File: src/rtl/memory_arbiter.sv
// Purpose : shares one RAM port between the instruction-fetch (i*) and data (d*) requesters.
// Latency : 2 cycles minimum from request to completion (IDLE cycle + grant cycle), then one IDLE turnaround.
// Backpressure: the RAM stalls the owner through ramstate BUSY; the non-owner holds wait=1 until it is granted.
//
// Ports:
//   CLK, RST                  clock, asynchronous active-high reset
//   iREN, iaddr -> iwait, iload               instruction fetch requester
//   dREN, dWEN, daddr, dstore -> dwait, dload data load/store requester
//   ramREN, ramWEN, ramaddr, ramstore <- ramload, ramstate  RAM port
//   ramerr                    sticky flag: RAM ERROR or grant timeout since reset
//
// Build option: define MEMORY_ARBITER_RR_EN for round-robin arbitration on simultaneous
// requests; otherwise data always beats instruction.
module memory_arbiter #(
    parameter int ADDR_W  = 32,
    parameter int DATA_W  = 32,
    parameter int TIMEOUT = 255
) (
    input  logic              CLK,
    input  logic              RST,
    input  logic              iREN,
    input  logic [ADDR_W-1:0] iaddr,
    output logic              iwait,
    output logic [DATA_W-1:0] iload,
    input  logic              dREN,
    input  logic              dWEN,
    input  logic [ADDR_W-1:0] daddr,
    input  logic [DATA_W-1:0] dstore,
    output logic              dwait,
    output logic [DATA_W-1:0] dload,
    output logic              ramREN,
    output logic              ramWEN,
    output logic [ADDR_W-1:0] ramaddr,
    output logic [DATA_W-1:0] ramstore,
    input  logic [DATA_W-1:0] ramload,
    input  logic [1:0]        ramstate,
    output logic              ramerr
);

    localparam int CNT_W = $clog2(TIMEOUT + 1);

    localparam logic [1:0] RAM_ACCESS = 2'd2;
    localparam logic [1:0] RAM_ERROR  = 2'd3;

    typedef enum logic [1:0] {
        IDLE = 2'd0,
        IGNT = 2'd1,
        DGNT = 2'd2,
        ERR  = 2'd3
    } state_t;

    state_t           state;
    state_t           next_state;
    logic [CNT_W-1:0] tmo_cnt;
    logic             err_is_d;   // which requester owned the grant that failed
    logic             ramerr_q;
    logic             d_req;
    logic             ram_access;
    logic             ram_error;
    logic             timed_out;
    logic             prefer_d;
    logic             in_grant;

    assign d_req      = dREN | dWEN;
    assign ram_access = (ramstate == RAM_ACCESS);
    assign ram_error  = (ramstate == RAM_ERROR);
    assign timed_out  = (tmo_cnt == CNT_W'(TIMEOUT - 1));
    assign in_grant   = (state == IGNT) || (state == DGNT);
    assign ramerr     = ramerr_q;

`ifdef MEMORY_ARBITER_RR_EN
    // Remembers the owner of the last finished grant (completed or aborted).
    logic last_d;

    always_ff @(posedge CLK or posedge RST) begin
        if (RST) begin
            last_d <= 1'b0;
        end else if (in_grant && (next_state != state)) begin
            last_d <= (state == DGNT);
        end
    end

    // On a tie the requester that did not own the last grant wins.
    assign prefer_d = ~last_d;
`else
    assign prefer_d = 1'b1;
`endif

    always_comb begin
        next_state = state;
        ramREN     = 1'b0;
        ramWEN     = 1'b0;
        ramaddr    = '0;
        ramstore   = '0;
        iwait      = iREN;
        dwait      = d_req;
        iload      = '0;
        dload      = '0;

        case (state)
            IDLE: begin
                if (d_req && (!iREN || prefer_d)) begin
                    next_state = DGNT;
                end else if (iREN) begin
                    next_state = IGNT;
                end
            end

            IGNT: begin
                dwait = 1'b1;
                if (!iREN) begin
                    // Owner withdrew: abandon the access with no completion.
                    next_state = IDLE;
                end else begin
                    ramREN  = 1'b1;
                    ramaddr = iaddr;
                    iwait   = 1'b1;
                    if (ram_access) begin
                        iwait      = 1'b0;
                        iload      = ramload;
                        next_state = IDLE;
                    end else if (ram_error || timed_out) begin
                        next_state = ERR;
                    end
                end
            end

            DGNT: begin
                iwait = 1'b1;
                if (!d_req) begin
                    next_state = IDLE;
                end else begin
                    ramaddr  = daddr;
                    ramstore = dstore;
                    // A simultaneous read and write resolves to the write.
                    ramWEN   = dWEN;
                    ramREN   = dREN & ~dWEN;
                    dwait    = 1'b1;
                    if (ram_access) begin
                        dwait      = 1'b0;
                        dload      = ramload;
                        next_state = IDLE;
                    end else if (ram_error || timed_out) begin
                        next_state = ERR;
                    end
                end
            end

            ERR: begin
                // Release the stuck owner with a zero load so the core can move on.
                if (err_is_d) begin
                    dwait = 1'b0;
                end else begin
                    iwait = 1'b0;
                end
                next_state = IDLE;
            end

            default: next_state = IDLE;
        endcase
    end

    always_ff @(posedge CLK or posedge RST) begin
        if (RST) begin
            state    <= IDLE;
            tmo_cnt  <= '0;
            err_is_d <= 1'b0;
            ramerr_q <= 1'b0;
        end else begin
            state <= next_state;

            if ((state == IDLE) && (next_state != IDLE)) begin
                tmo_cnt <= '0;
            end else if (in_grant && !ram_access && (tmo_cnt != CNT_W'(TIMEOUT))) begin
                tmo_cnt <= tmo_cnt + 1'b1;
            end

            if (next_state == ERR) begin
                err_is_d <= (state == DGNT);
                ramerr_q <= 1'b1;
            end
        end
    end

endmodule

File: config.mk
export PLATFORM = sky130hd
export DESIGN_NAME = memory_arbiter
export DESIGN_NICKNAME = d
export VERILOG_FILES = /design/src/rtl/memory_arbiter.sv
export SDC_FILE = /design/constraint.sdc
export NUM_CORES = 1
export LEC_CHECK = 0
export CORE_AREA = 2 2 103 105
export DETAILED_ROUTE_END_ITERATION = 8
export DIE_AREA = 0 0 105 107
export PLACE_DENSITY_LB_ADDON = 0.2
export SETUP_SLACK_MARGIN = 0.5
export SLEW_MARGIN = 10
export SYNTH_ARGS = -nofsm -noshare
export SYNTH_HDL_FRONTEND = slang
export SYNTH_SLANG_ARGS = --single-unit
File: constraint.sdc
create_clock -name CLK -period 3 [get_ports CLK]
set_input_delay 0.6 -clock CLK [delete_from_list [all_inputs] [get_ports CLK]]
set_output_delay 0.6 -clock CLK [all_outputs]
set_load 0.05 [all_outputs]
# Yosys cells after proc, flatten, opt, wreduce, memory -nomap -nowiden

Index checks and enable logic that the tools add are counted.

Register bits: 12
Input bits: 135
Word-level logic and storage cells: 56
Output and inout bits: 133

Eq/ne operators: 8
Add/sub/neg operators: 1
Reductions and logical operators: 9
Bitwise operators: 3
Mux-type cells: 31

Operator list:

| kind                  | count |
|---|---|
| $mux W32              | 9 |
| $pmux W32 S2          | 1 |
| $mux W8               | 2 |
| $mux W2               | 6 |
| $eq A2 B2 Y1 const B  | 5 |
| $mux W1               | 9 |
| $add A8 B1 Y8 const B | 1 |
| $eq A8 B8 Y1 const B  | 1 |
| $ne A8 B8 Y1 const B  | 1 |
| $pmux W2 S4           | 1 |
| $pmux W1 S3           | 2 |
| $reduce_bool A2 Y1    | 2 |
| $logic_and A1 B1 Y1   | 3 |
| $eq A2 B1 Y1 const B  | 1 |
| $logic_not A2 Y1      | 1 |
| $logic_or A1 B1 Y1    | 2 |
| $pmux W1 S2           | 1 |
| $and A1 B1 Y1         | 1 |
| $logic_not A1 Y1      | 1 |
| $not A1 Y1            | 1 |
| $or A1 B1 Y1          | 1 |

# Longest topological paths before layout

Depth in word-level cells: 9
Mapped depth: 8
Depth with buffers taken out: 7

# Worst setup path after synthesis

OpenSTA, ideal clock, no wires.

Path kind: reg2out
From: register state[0]
To: output port dwait
Arrival: 2.127 ns
Required time: 2.400 ns
Path slack: 0.273 ns
Buffers on the path: 2
Cell stages (with the launch flop): 8
Path through: dfrtp_1 inv_1 ha_1 nor2b_1 buf_2 buf_2 a21oi_1 o22ai_1

Cells in the longest elaborated chain, start to end: 2
Elaborated cells between the ends (all ways): 4
Those cells by class: 3 x eq/ne; 1 x mux

Ends and longest elaborated chain:

| item                                                | RTL line | source |
|---|---|---|
| from (decl)                                         | 52       | `state_t state;` |
| from (signal assigned)                              | 170      | `state <= next_state;` |
| $eq A2 B2 Y1 / $eq A2 B1 Y1 (equally long branches) | 100      | `case (state)` |
| $pmux W1 S3 *                                       | 100      |  |
| to (decl)                                           | 29       | `output logic dwait,` |

Mark *: on every way between the ends. The rest lies on a longest branch, timed or not.

# Worst setup path in the final report

From: register state[0]
To: output port ramaddr[25]

Cells in the longest elaborated chain, start to end: 2
Elaborated cells between the ends (all ways): 3
Those cells by class: 2 x eq/ne; 1 x mux

Ends and longest elaborated chain:

| item                                                | RTL line | source |
|---|---|---|
| $eq A2 B2 Y1 / $eq A2 B1 Y1 (equally long branches) | 100      |  |
| $pmux W32 S2 *                                      | 100      |  |
| to (decl)                                           | 33       | `output logic [ADDR_W-1:0] ramaddr,` |

Marked as above.

==> impl_metrics.env <==
export IMPL_drt_iter0_drc=99
export IMPL_nets=689
export IMPL_critPathArrivalTime_ps=1850
export IMPL_crit_type="flop to output port"
export IMPL_first_global_vias=3033
export IMPL_ys_seq_elements=12
export IMPL_fp_coreArea_um2=10100
export IMPL_clk_path_buf_depth=2
export IMPL_path_clk_slew_ps=50
export IMPL_relSlewSlack_pct=66.8
export IMPL_total_leakage_power_uw=0.00261
export IMPL_yosysWarnings=0
export IMPL_fin_ws_ps=553
export IMPL_syn_inst=277
export IMPL_hpwl_um=9860
export IMPL_grt_overflow=0
export IMPL_cp_end_kind="output port"
export IMPL_vias=3014
export IMPL_cts_sinks=12
export IMPL_dp_slack_ps=192
export IMPL_grt_antenna_before_repair=0
export IMPL_fmax_mhz=409
export IMPL_hp_class="flop to flop"
export IMPL_cp_slowest_cell="dfrtp_2"
export IMPL_finalMaxSlewViolations=0
export IMPL_initial_core_util_pct=19.7
export IMPL_route_detailed_wl_per_inst_um=18.4
export IMPL_place_inst=666
export IMPL_finalCriticalPeriod_ps=2450
export IMPL_fin_skew_ps=2.85
export IMPL_area_delta_synth_final_pct=228
export IMPL_vdd_drop_max_v=0.00121
export IMPL_diodes=0
export IMPL_fin_cells=682
export IMPL_syn_cell_area_um2=1990
export IMPL_cp_max_fo=8
export IMPL_pin_count=268
export IMPL_grt_max_degree=35
export IMPL_die_x_um=105
export IMPL_syn_avg_cell_area_um2=7.19
export IMPL_rrSetupSlack_ps=920
export IMPL_p_per_area_nw_per_um2=708
export IMPL_cts_hold_buf=0
export IMPL_finalHoldViolations=0
export IMPL_timing_critical_path_cells="inv_4 -> ha_4 -> nor2b_4 -> buf_12 -> clkbuf_16 -> a22oi_1 -> nor2b_2 -> buf_12"
export IMPL_top_usage_layer="met2"
export IMPL_met3_usage_pct=4.80
export IMPL_grtUsageMet1_pct=23.7
export IMPL_place_congestion=0.813
export IMPL_drc_errors=0
export IMPL_drt_total_wl_um=12500
export IMPL_cp_buffers_inverters=4
export IMPL_slowest_delay_ps=430
export IMPL_maxCapViolCount=0
export IMPL_cts_made_buffers=3
export IMPL_path_common_cell="buf_12"
export IMPL_timing_final_crit_share_pct=81.6
export IMPL_status="finished clean"
export IMPL_rsz0062_at_grt="yes"
export IMPL_ys_seq_area_share_pct=15.1
export IMPL_drive_above_1_share_pct=39.2
export IMPL_cts_root_buffer="clkbuf_8"
export IMPL_postRouteAntennaNets=0
export IMPL_viasPerCell=4.42
export IMPL_worst_slew_pin_slew_ps=496
export IMPL_crit_family="buffers and inverters"
export IMPL_setup_tns_ps=0
export IMPL_track_usage_pct=21.0
export IMPL_cts_max_level=1
export IMPL_synthDistinctLibCells=32
export IMPL_dieArea_um2=11200
export IMPL_insertion_delay_ps=240
export IMPL_io_buffers=267
export IMPL_crit_path_start_kind="flop"
export IMPL_worstPathRequired_ps=2400
export IMPL_grtUsageMet2_pct=39.2
export IMPL_grt_pass1_wl_um=18500
export IMPL_cts_tree="done"
export IMPL_dieHeight_um=107
export IMPL_rows=37
export IMPL_firstDrtPassIters=4
export IMPL_setup_viol=0
export IMPL_power_total_uw=4630
export IMPL_synthesis_nets=419
layout by cell type, fill, tap and decap left out, types with 2 or more instances in the layout:
cell type,n
nor2_1,5
a22oi_1,32
and2_4,5
clkbuf_8,4
dlygate4sd2_1,3
o21ai_2,3
nor2_4,2
nor3_1,3
nor2b_2,30
clkdlybuf4s50_1,130
inv_1,7
dfrtp_1,11
ha_1,5
buf_6,4
buf_12,135
nand2_1,8
o21ai_0,3
xnor2_1,7
nor2b_1,2
nand3_1,4
a21oi_1,12
and2_1,94
buf_16,3
buf_4,9
cell usage after synthesis, drive strengths merged:
master / n / share of area [%]
a211oi: 1 / 0.38
a21oi: 12 / 3.0
a221oi: 1 / 0.75
a22oi: 32 / 12
and2: 99 / 31
buf: 6 / 1.4
clkbuf: 16 / 3.0
dfrtp: 12 / 15
ha: 7 / 4.4
inv: 9 / 1.7
mux2: 1 / 0.57
nand2: 8 / 1.5
nand2b: 1 / 0.44
nand3: 4 / 1.0
nand4: 1 / 0.63
nor2: 8 / 1.5
nor2b: 33 / 10
nor3: 4 / 1.3
nor4: 1 / 0.63
o211a: 1 / 0.50
o211ai: 2 / 1.4
o21ai: 7 / 2.3
o22ai: 1 / 0.31
o31ai: 1 / 0.38
o32ai: 1 / 0.82
or2: 1 / 0.31
xnor2: 7 / 3.1
metrics by stage:
step	hold WS, ps	cell area [um2]	util [%]
final	473	6540	64.8
after global routing	493	6540	64.8
after CTS	475	6490	64.3
after detailed placement	459	6230	61.8
after global placement	453	6230	61.8
after floorplan	458	2080	-
what timing repair did:
action                                  CTS  global route
gates cloned                              4             1
resized for setup                        26             9
buffers inserted                          5             2
endpoints found under the setup margin  130            58
pin swaps                                 0             1
power breakdown:
part | internal (uW) | switching [uW]
Combinational | 2010 | 2200
Sequential | 208 | 44.0
Clock | 116 | 58.7
Total | 2330 | 2300
layout make-up:
| cell class | count | area, um2 |
|---|---|---|
| well taps | 136 | 170 |
| inverters | 9 | 36.3 |
| clock buffers | 4 | 55.1 |
| repair buffers | 287 | 4270 |
| multi-input cells | 234 | 1710 |
| flip-flops and latches | 12 | 302 |
| fillers | 807 | 3550 |
path summary, 6_finish.rpt:
check | startpoint | end | depth (start not counted)
min | ramerr$_DFFE_PP0N_ | ramerr$_DFFE_PP0N_ | 1
min reg2reg | ramerr$_DFFE_PP0N_ | ramerr$_DFFE_PP0N_ | 1
max reg2reg | state[1]$_DFF_PP0_ | err_is_d$_DFFE_PP0N_ | 7
max | state[0]$_DFF_PP0_ | ramaddr[25] | 8
min in group asynchronous | RST | ramerr$_DFFE_PP0N_ | 2
max in group asynchronous | RST | state[0]$_DFF_PP0_ | 2
logic make-up (layout without fill, tap and decap cells):
logic type	count (synthesis)	count (layout)	share of synthesized area, %
AO/OA/AOI/OAI	59	59	22.0
flip-flops	12	12	15.1
buffers and inverters	31	300	6.16
XOR/XNOR	7	7	3.08
multiplexers	1	1	0.565
adder cells (fa/ha/maj)	7	7	4.40
AND/OR/NAND/NOR	160	160	48.7
sequential cells by signal, indices dropped and copies added, names as in the netlist:
register,flops
tmo_cnt,8
state,2
err_is_d,1
ramerr,1
layer usage:
metal | share of wire [%] | vias up
met5 | 0 | -
li1 | - | 1465
met3 | 5.7 | 28
met2 | 54 | 106
met1 | 37 | 1415
met4 | 3.0 | 0
Note: power is estimated with default switching activity, not from simulation.
